--- src/rtl/multi_channel_tdoa_timer.sv ---
// Multi-channel TDOA timer: timestamps each channel's first rising edge relative to the first edge seen.
// Latency: valid/timestamp one register stage after the sampling edge; done on the same edge as the final capture or timeout.
// Backpressure: results are held in DONE until ack; an ack during CAPTURE aborts the measurement.
//
// Ports:
//   clk        - system clock, all logic on the rising edge
//   rst        - asynchronous active-low reset
//   detect     - per-channel detection level, synchronous to clk
//   ack        - consumer acknowledge, level sampled on clk
//   timestamps - channel i at [i*CNT_WIDTH +: CNT_WIDTH], registered
//   valid      - channel i timestamp captured, registered
//   done       - measurement complete, results stable, registered
//   timeout    - done was caused by window expiry, registered
//   busy       - high while a capture window is open, registered
module multi_channel_tdoa_timer #(
    parameter int CHANNELS  = 4,
    parameter int CNT_WIDTH = 16,
    parameter int TIMEOUT   = 1000
) (
    input  logic                          clk,
    input  logic                          rst,
    input  logic [CHANNELS-1:0]           detect,
    input  logic                          ack,
    output logic [CHANNELS*CNT_WIDTH-1:0] timestamps,
    output logic [CHANNELS-1:0]           valid,
    output logic                          done,
    output logic                          timeout,
    output logic                          busy
);

    localparam logic [CNT_WIDTH-1:0] TIMEOUT_C = CNT_WIDTH'(TIMEOUT);

    typedef enum logic [1:0] {
        ST_IDLE,
        ST_CAPTURE,
        ST_DONE
    } state_t;

    state_t               state;
    state_t               state_nxt;

    logic [CHANNELS-1:0]  detect_d;
    logic [CHANNELS-1:0]  rise;

    logic [CNT_WIDTH-1:0] elapsed;
    logic [CNT_WIDTH-1:0] elapsed_nxt;

    logic [CNT_WIDTH-1:0] ts_q   [CHANNELS];
    logic [CNT_WIDTH-1:0] ts_nxt [CHANNELS];

    logic [CHANNELS-1:0]  valid_nxt;
    logic                 done_nxt;
    logic                 timeout_nxt;
    logic                 busy_nxt;

    // detect_d resets low, so a line already high at reset release is
    // treated as a rising edge on the first clock.
    assign rise = detect & ~detect_d;

    generate
        for (genvar g = 0; g < CHANNELS; g++) begin : g_ts_flat
            assign timestamps[g*CNT_WIDTH +: CNT_WIDTH] = ts_q[g];
        end
    endgenerate

    // ------------------------------------------------------------------
    // State and result registers
    // ------------------------------------------------------------------
    always_ff @(posedge clk or negedge rst) begin
        if (!rst) begin
            state    <= ST_IDLE;
            detect_d <= '0;
            elapsed  <= '0;
            valid    <= '0;
            done     <= 1'b0;
            timeout  <= 1'b0;
            busy     <= 1'b0;
            for (int i = 0; i < CHANNELS; i++) begin
                ts_q[i] <= '0;
            end
        end else begin
            state    <= state_nxt;
            detect_d <= detect;
            elapsed  <= elapsed_nxt;
            valid    <= valid_nxt;
            done     <= done_nxt;
            timeout  <= timeout_nxt;
            busy     <= busy_nxt;
            for (int i = 0; i < CHANNELS; i++) begin
                ts_q[i] <= ts_nxt[i];
            end
        end
    end

    // ------------------------------------------------------------------
    // Next-state and next-output logic
    // ------------------------------------------------------------------
    always_comb begin
        state_nxt   = state;
        elapsed_nxt = elapsed;
        valid_nxt   = valid;
        done_nxt    = done;
        timeout_nxt = timeout;
        busy_nxt    = busy;
        for (int i = 0; i < CHANNELS; i++) begin
            ts_nxt[i] = ts_q[i];
        end

        case (state)
            ST_IDLE: begin
                // ack has no effect here; only a rising edge opens a window.
                if (|rise) begin
                    for (int i = 0; i < CHANNELS; i++) begin
                        if (rise[i]) begin
                            ts_nxt[i]    = '0;
                            valid_nxt[i] = 1'b1;
                        end
                    end
                    elapsed_nxt = CNT_WIDTH'(1);
                    if (&rise) begin
                        state_nxt   = ST_DONE;
                        done_nxt    = 1'b1;
                        timeout_nxt = 1'b0;
                        busy_nxt    = 1'b0;
                    end else begin
                        state_nxt = ST_CAPTURE;
                        busy_nxt  = 1'b1;
                    end
                end
            end

            ST_CAPTURE: begin
                if (ack) begin
                    // Abort: drop partial results without ever raising done.
                    state_nxt   = ST_IDLE;
                    elapsed_nxt = '0;
                    valid_nxt   = '0;
                    done_nxt    = 1'b0;
                    timeout_nxt = 1'b0;
                    busy_nxt    = 1'b0;
                    for (int i = 0; i < CHANNELS; i++) begin
                        ts_nxt[i] = '0;
                    end
                end else begin
                    // First edge wins: channels already valid ignore later edges.
                    // The stored stamp is the pre-increment count.
                    for (int i = 0; i < CHANNELS; i++) begin
                        if (rise[i] && !valid[i]) begin
                            ts_nxt[i]    = elapsed;
                            valid_nxt[i] = 1'b1;
                        end
                    end
                    // Saturate at the window length so the counter cannot
                    // run past it on the timeout transition.
                    if (elapsed != TIMEOUT_C) begin
                        elapsed_nxt = elapsed + 1'b1;
                    end
                    // Completion is checked first so a capture landing on the
                    // last window cycle reports a clean finish, not a timeout.
                    if (&valid_nxt) begin
                        state_nxt   = ST_DONE;
                        done_nxt    = 1'b1;
                        timeout_nxt = 1'b0;
                        busy_nxt    = 1'b0;
                    end else if (elapsed == TIMEOUT_C) begin
                        state_nxt   = ST_DONE;
                        done_nxt    = 1'b1;
                        timeout_nxt = 1'b1;
                        busy_nxt    = 1'b0;
                    end
                end
            end

            ST_DONE: begin
                // Results are frozen until the consumer acknowledges.
                if (ack) begin
                    state_nxt   = ST_IDLE;
                    elapsed_nxt = '0;
                    valid_nxt   = '0;
                    done_nxt    = 1'b0;
                    timeout_nxt = 1'b0;
                    busy_nxt    = 1'b0;
                    for (int i = 0; i < CHANNELS; i++) begin
                        ts_nxt[i] = '0;
                    end
                end
            end

            default: begin
                state_nxt = ST_IDLE;
            end
        endcase
    end

endmodule

--- config.mk ---
export PLATFORM = sky130hd
export DESIGN_NAME = multi_channel_tdoa_timer
export DESIGN_NICKNAME = d
export VERILOG_FILES = /design/src/rtl/multi_channel_tdoa_timer.sv
export SDC_FILE = /design/constraint.sdc
export NUM_CORES = 1
export LEC_CHECK = 0
export ABC_AREA = 0
export CORE_ASPECT_RATIO = 1.75
export CORE_MARGIN = 4
export CORE_UTILIZATION = 54
export CTS_BUF_LIST = sky130_fd_sc_hd__clkbuf_8
export CTS_CLUSTER_SIZE = 28
export DETAILED_ROUTE_END_ITERATION = 7
export HOLD_SLACK_MARGIN = 0.08
export PLACE_DENSITY = 0.93
export REMOVE_ABC_BUFFERS = 1
export SETUP_SLACK_MARGIN = 0.4
export SYNTH_ARGS = -nofsm -noshare
export SYNTH_HDL_FRONTEND = slang
export SYNTH_SLANG_ARGS = --single-unit
--- constraint.sdc ---
create_clock -name clk -period 2.2 [get_ports clk]
set_input_delay 0.44 -clock clk [delete_from_list [all_inputs] [get_ports clk]]
set_output_delay 0.44 -clock clk [all_outputs]
set_load 0.1 [all_outputs]
# After elaboration in Yosys (flattened, before gate mapping)
# Cells that the tools add are included.
totals:
  reg_bits: 93
  in_bits: 7
  out_inout_bits: 71
  wordCells: 121
op_classes:
  addsub: 1
  eq_ne: 17
  mux: 62
  bitwise_logic: 2
  n_reduce_logical: 25
op_table:
  columns: ["operator", "n"]
  rows:
  - ["2-to-1 mux 16 bit", 12]
  - ["2-to-1 mux 64 bit", 3]
  - ["case mux 64 bit (3 select lines)", 1]
  - ["case mux 16 bit (3 select lines)", 1]
  - ["AND reduction 4 bit", 8]
  - ["2-to-1 mux 1 bit", 31]
  - ["AND reduction 5 bit", 5]
  - ["adder 16 x 1 -> 16 bit (second input constant)", 1]
  - ["equality test 16 x 10 -> 1 bit (second input constant)", 1]
  - ["inequality test 16 x 10 -> 1 bit (second input constant)", 1]
  - ["inequality test 3 bit (second input constant)", 5]
  - ["inequality test 2 bit (second input constant)", 7]
  - ["2-to-1 mux 2 bit", 6]
  - ["2-to-1 mux 4 bit", 3]
  - ["case mux 4 bit (3 select lines)", 1]
  - ["case mux 1 bit (3 select lines)", 3]
  - ["case mux 2 bit (3 select lines)", 1]
  - ["AND 4 bit", 1]
  - ["logical AND 1 bit", 4]
  - ["logical NOT 1 bit", 4]
  - ["inequality test 4 bit (second input constant)", 1]
  - ["NOT 4 bit", 1]
  - ["OR reduction 4 bit", 1]
  - ["AND reduction 3 bit", 1]
  - ["4 further kinds", 4]

# Logic depth before layout (Yosys ltp)
depth:
  word_depth: 10
  ltp_mapped: 9

# Least setup slack after synthesis
# No wires, ideal clock.
synth_timing:
  kind: "flip-flop to flip-flop"
  from: "reg valid[3]"
  to: "reg state[0]"
  setup_ps: 125
  arrival_time_ps: 1863
  required_time_ps: 2075
  slack_ps: 212
  path_stages_with_launch: 6
  synth_period_minus_slack_ps: 1988
  cell_sequence: "dfrtp_1 inv_1 a22o_1 o211ai_1 nand3_1 mux2_2"
synth_between:
  elab_chain_cells: 9
  word_cells_on_any_way: 11
  classes_between: "eq/ne (1); mux (6); reduce/logical (4)"
synth_rtl:
  columns: ["element", "line_no", "source"]
  rows:
  - ["start, declared", "25", "output logic [CHANNELS-1:0] valid,"]
  - ["start signal, assigned", "85", "valid <= valid_nxt;"]
  - ["logical NOT 1 bit", "148", "if (rise[i] && !valid[i]) begin"]
  - ["logical AND 1 bit", "148", null]
  - ["2-to-1 mux 1 bit *", "148", null]
  - ["2-to-1 mux 1 bit *", "133", "if (ack) begin"]
  - ["2-to-1 mux 1 bit *", "109", "case (state)"]
  - ["AND reduction 4 bit *", "160", "if (&valid_nxt) begin"]
  - ["2-to-1 mux 2 bit", "160", null]
  - ["2-to-1 mux 2 bit", "133", null]
  - ["case mux 2 bit (3 select lines)", "109", null]
  - ["end signal, assigned", "82", "state <= state_nxt;"]
  - ["end, declared", "39", "state_t state;"]
# Every way passes the cells marked *; elsewhere a longest branch is shown, timed or not. The select of a mux whose other input is x is not followed.
# A chain may end at the register's enable or synchronous reset.

# Worst setup path after layout
layout_timing:
  from: "reg elapsed[0]"
  to: "reg elapsed[4]"
layout_between:
  elab_chain_cells: 4
  word_cells_on_any_way: 7
  classes_between: "add/sub (1); eq/ne (2); mux (3); reduce/logical (1)"
layout_rtl:
  columns: ["element", "line_no", "source"]
  rows:
  - ["start, declared", "45", "logic [CNT_WIDTH-1:0] elapsed;"]
  - ["start signal, assigned", "84", "elapsed <= elapsed_nxt;"]
  - ["adder 16 x 1 -> 16 bit", "156", "elapsed_nxt = elapsed + 1'b1;"]
  - ["2-to-1 mux 16 bit", "155", "if (elapsed != TIMEOUT_C) begin"]
  - ["2-to-1 mux 16 bit", "133", null]
  - ["case mux 16 bit (3 select lines)", "109", null]
# Several ways; a longest one is shown, not always the timed one. The select of a mux whose other input is x is not followed.

==> run summary <==
=====================================================================================
Post-synth cell types                                                              49
Initial cell density of the core                                               56.10%
First-pass iteration count of the detailed router                                   8
Area occupied by registers                                                   2340 µm²
Final Core Density                                                             86.87%
Number of diodes added for antenna fixing                                           0
Most frequent cells after synthesis                                      100 x sky130_fd_sc_hd__nand2_1, 93 x sky130_fd_sc_hd__dfrtp_1, 84 x sky130_fd_sc_hd__o21ai_0
Post-route clock period utilization                                            108.5%
Mean area per synthesized cell                                              9.482 µm²
Number of H-tree levels                                                             3
Number of nets in the final layout                                                579
Number of storage elements in the synthesis netlist                                93
Clock-pin slew of the registers on the worst-case setup and hold paths        0.10 ns
Top cells by area in the synthesized netlist                             sky130_fd_sc_hd__dfrtp_1 57%, sky130_fd_sc_hd__o21ai_0 10%, sky130_fd_sc_hd__nand2_1 9.1%
Root cell of the clock tree                                              sky130_fd_sc_hd__clkbuf_8
Initial antenna violation count                                                     0
Async set-or-reset flop fraction in the synthesized netlist                    100.0%
Final std cell area, no fill                                                 6372 µm²
Yosys top cell area share                                                      56.55%
Largest buffer count on any clock path                                              2
IO Pins                                                                            78
Req. time, crit path                                                          2.40 ns
Reported net switching power                                               0.004062 W
Final hold violation count                                                          0
Congestion Overflow GR                                                              0
Worst slew margin relative to its limit                                        48.15%
Portion of total power attributed to combinational logic                        61.7%
Post-Route Skew                                                            0.01039 ns
Fraction of power spent switching nets                                         47.31%
Multi-input gate area                                                        2301 µm²
FILL cells                                                                        319
Arrival time worst endpoint                                                   2.58 ns
Number of pins exceeding their max-slew limit in the final report                   0
Number of DRC violations after detailed routing                                    44
Crit Path Category                                                         reg -> reg
Maximum number of pins on one net before global-route repair                       41
Status                                                                   complete, but fails checks
Final WS setup                                                             -0.1878 ns
Core box area                                                                7336 µm²
Number of buffers added on ports                                                   77
Aggregate global-route resource usage                                          26.53%
Area Growth Syn to Fin                                                         54.85%
Vias in the first global route                                                   3891
Sequential-to-total area share from yosys stat                                 56.55%
Maxcap violations                                                                   0
Min cycle time layout                                                        2.388 ns
Number of synthesized flops with an enable pin                                      0
Clock latency at the later pin of the worst-skew pair                         0.38 ns
Tightest Pin Transition                                                     0.7711 ns
Die Footprint                                                                9137 µm²
Setup repair after global routing missed its margin                               yes
Area leader, netlist                                                     sky130_fd_sc_hd__dfrtp_1
Worst hold slack                                                            0.4953 ns
Dpl cell area                                                                5037 µm²
Routability Congestion                                                         0.9762
Clock tree sinks                                                                   93
Vias per std cell                                                               6.659
Cell area after synthesis                                                    4115 µm²
Pleak                                                                        3.042 nW
Cell Pwr Density                                                          1347 nW/µm²
Antenna Violating Nets Remaining                                                    0
First-pass GRT wire length                                                   18250 µm
Worst slack at placement                                                  -0.01429 ns
Power share of the sequential group                                             23.1%
Category of the worst setup path launch point                               flip-flop
Core Rows                                                                          41
Number of instances in the synthesized netlist                                    434
Category of the worst setup path capture point                              flip-flop
Average wire per cell in the routed design                                   24.43 µm
Placed wire-length estimate after detailed placement                          8009 µm
Initial DRC Count                                                                 515
Overall die width                                                            73.99 µm
Share of cells above drive strength 1                                          52.36%
Path type of the worst min-delay path                                      reg -> reg
Clock buffers created by TritonCTS                                                  9
Cell with the most instances after synthesis                             sky130_fd_sc_hd__nand2_1
Number of warning messages in the yosys log                                         0
TritonCTS clock tree                                                             done
Overall via count from detail_route                                              4375
Top FF cell, synth                                                       sky130_fd_sc_hd__dfrtp_1
Max Fanout on Critical Path                                                         8
Final number of setup-violating endpoints                                           1
Die extent in y                                                              123.5 µm
Highest clock rate                                                         0.4188 GHz
Proportion of power drawn by the clock network                                  15.2%
Detailed Route WL                                                            16050 µm
Cell-internal power                                                        0.004524 W
Worst-case vdd ir drop                                                       1.656 mV
Failing checks                                                           DRC, setup timing
=====================================================================================
-- stage by stage --
stage | power (W) | cells | setup TNS, ns
final | 0.008586 | 657 | -0.1878
after global routing | 0.008813 | 657 | -0.2028
after CTS | 0.006420 | 633 | 0
after detailed placement | 0.004913 | 607 | -0.02758
after global placement | 0.004845 | 607 | 0
after floorplan | 0.003710 | 412 | -71.29
-- metal layers --
layer  vias to the layer above  GRT usage (%)  part of all wire, %
met1                      2112          28.57                   33
met3                       132          4.475                  9.1
met5                         -              0                    0
met4                         0          18.59                  8.5
met2                       335          45.78                   49
li1                       1796              -                    -
-- final timing paths --
kind                            slack [ns]            from              to  cells after the start
worst max-delay path                 -0.19      elapsed[0]      elapsed[4]                      6
worst min-delay path                  0.50  timestamps[16]  timestamps[16]                      2
worst max register to register       -0.19      elapsed[0]      elapsed[4]                      6
worst min register to register        0.50  timestamps[16]  timestamps[16]                      2
max in group asynchronous             0.99             rst  timestamps[60]                      3
min in group asynchronous             0.56             rst  timestamps[14]                      2
-- logic make-up after synthesis --
family | count (synthesis) | synth area share, %
mux | 2 | 0.5472
flops | 93 | 56.55
buf+inv | 32 | 3.071
simple gates | 159 | 18.33
fa+ha+maj | 6 | 1.824
compound gates | 142 | 19.67
-- critical path, cell delays in order (launching register included) --
cell	delay (ns)
sky130_fd_sc_hd__dfrtp_1	0.43
sky130_fd_sc_hd__inv_1	0.08
sky130_fd_sc_hd__ha_1	0.19
sky130_fd_sc_hd__nor3b_4	0.15
sky130_fd_sc_hd__and4b_2	0.26
sky130_fd_sc_hd__or3_4	0.42
sky130_fd_sc_hd__o31ai_1	0.66
-- registers in the layout (all words and copies together) (netlist names) --
signal and cells:
done 1, elapsed 16, valid 4, busy 1
timestamps 64, timeout 1, detect_d 4, state 2
-- power groups by stage --
stage | logic [W] | registers [W] | clock network (W)
3_3_place_gp | 0.00286 | 0.00199 | 0
2_1_floorplan | 0.00108 | 0.00264 | 0
6_report | 0.00530 | 0.00199 | 0.00130
4_1_cts | 0.00317 | 0.00196 | 0.00129
5_1_grt | 0.00542 | 0.00200 | 0.00139
3_5_place_dp | 0.00292 | 0.00199 | 0
-- cell type report --
type,count,area share (%)
Sequential cell,93,36.72
Multi-Input combinational cell,309,36.11
Clock inverter,7,1.512
Inverter,10,0.5890
Timing Repair Buffer,143,21.44
Clock buffer,9,1.944
Tap cell,86,1.689
-- repair_timing --
item                                    CTS  global route
endpoints found under the hold margin    35             0
gates resized for setup                  27           237
pin swaps                                 8            64
gates cloned                              1            13
endpoints found under the setup margin   83            86
setup buffers                             8            11
hold buffers                              1             0
-- placed cells by master (no fill, tap or decap), drive strengths merged, types with 5 or more instances in the layout --
cell	synthesis	final
o21ai	86	86
clkbuf	17	15
o31ai	6	6
buf	5	131
nand3	11	11
dfrtp	93	93
nand2b	8	8
nor2	12	12
ha	6	6
a21oi	29	29
clkdlybuf4s50	0	5
inv	10	12
nand2	100	100
nand4	5	5
Note: power is estimated with default switching activity, not from simulation.
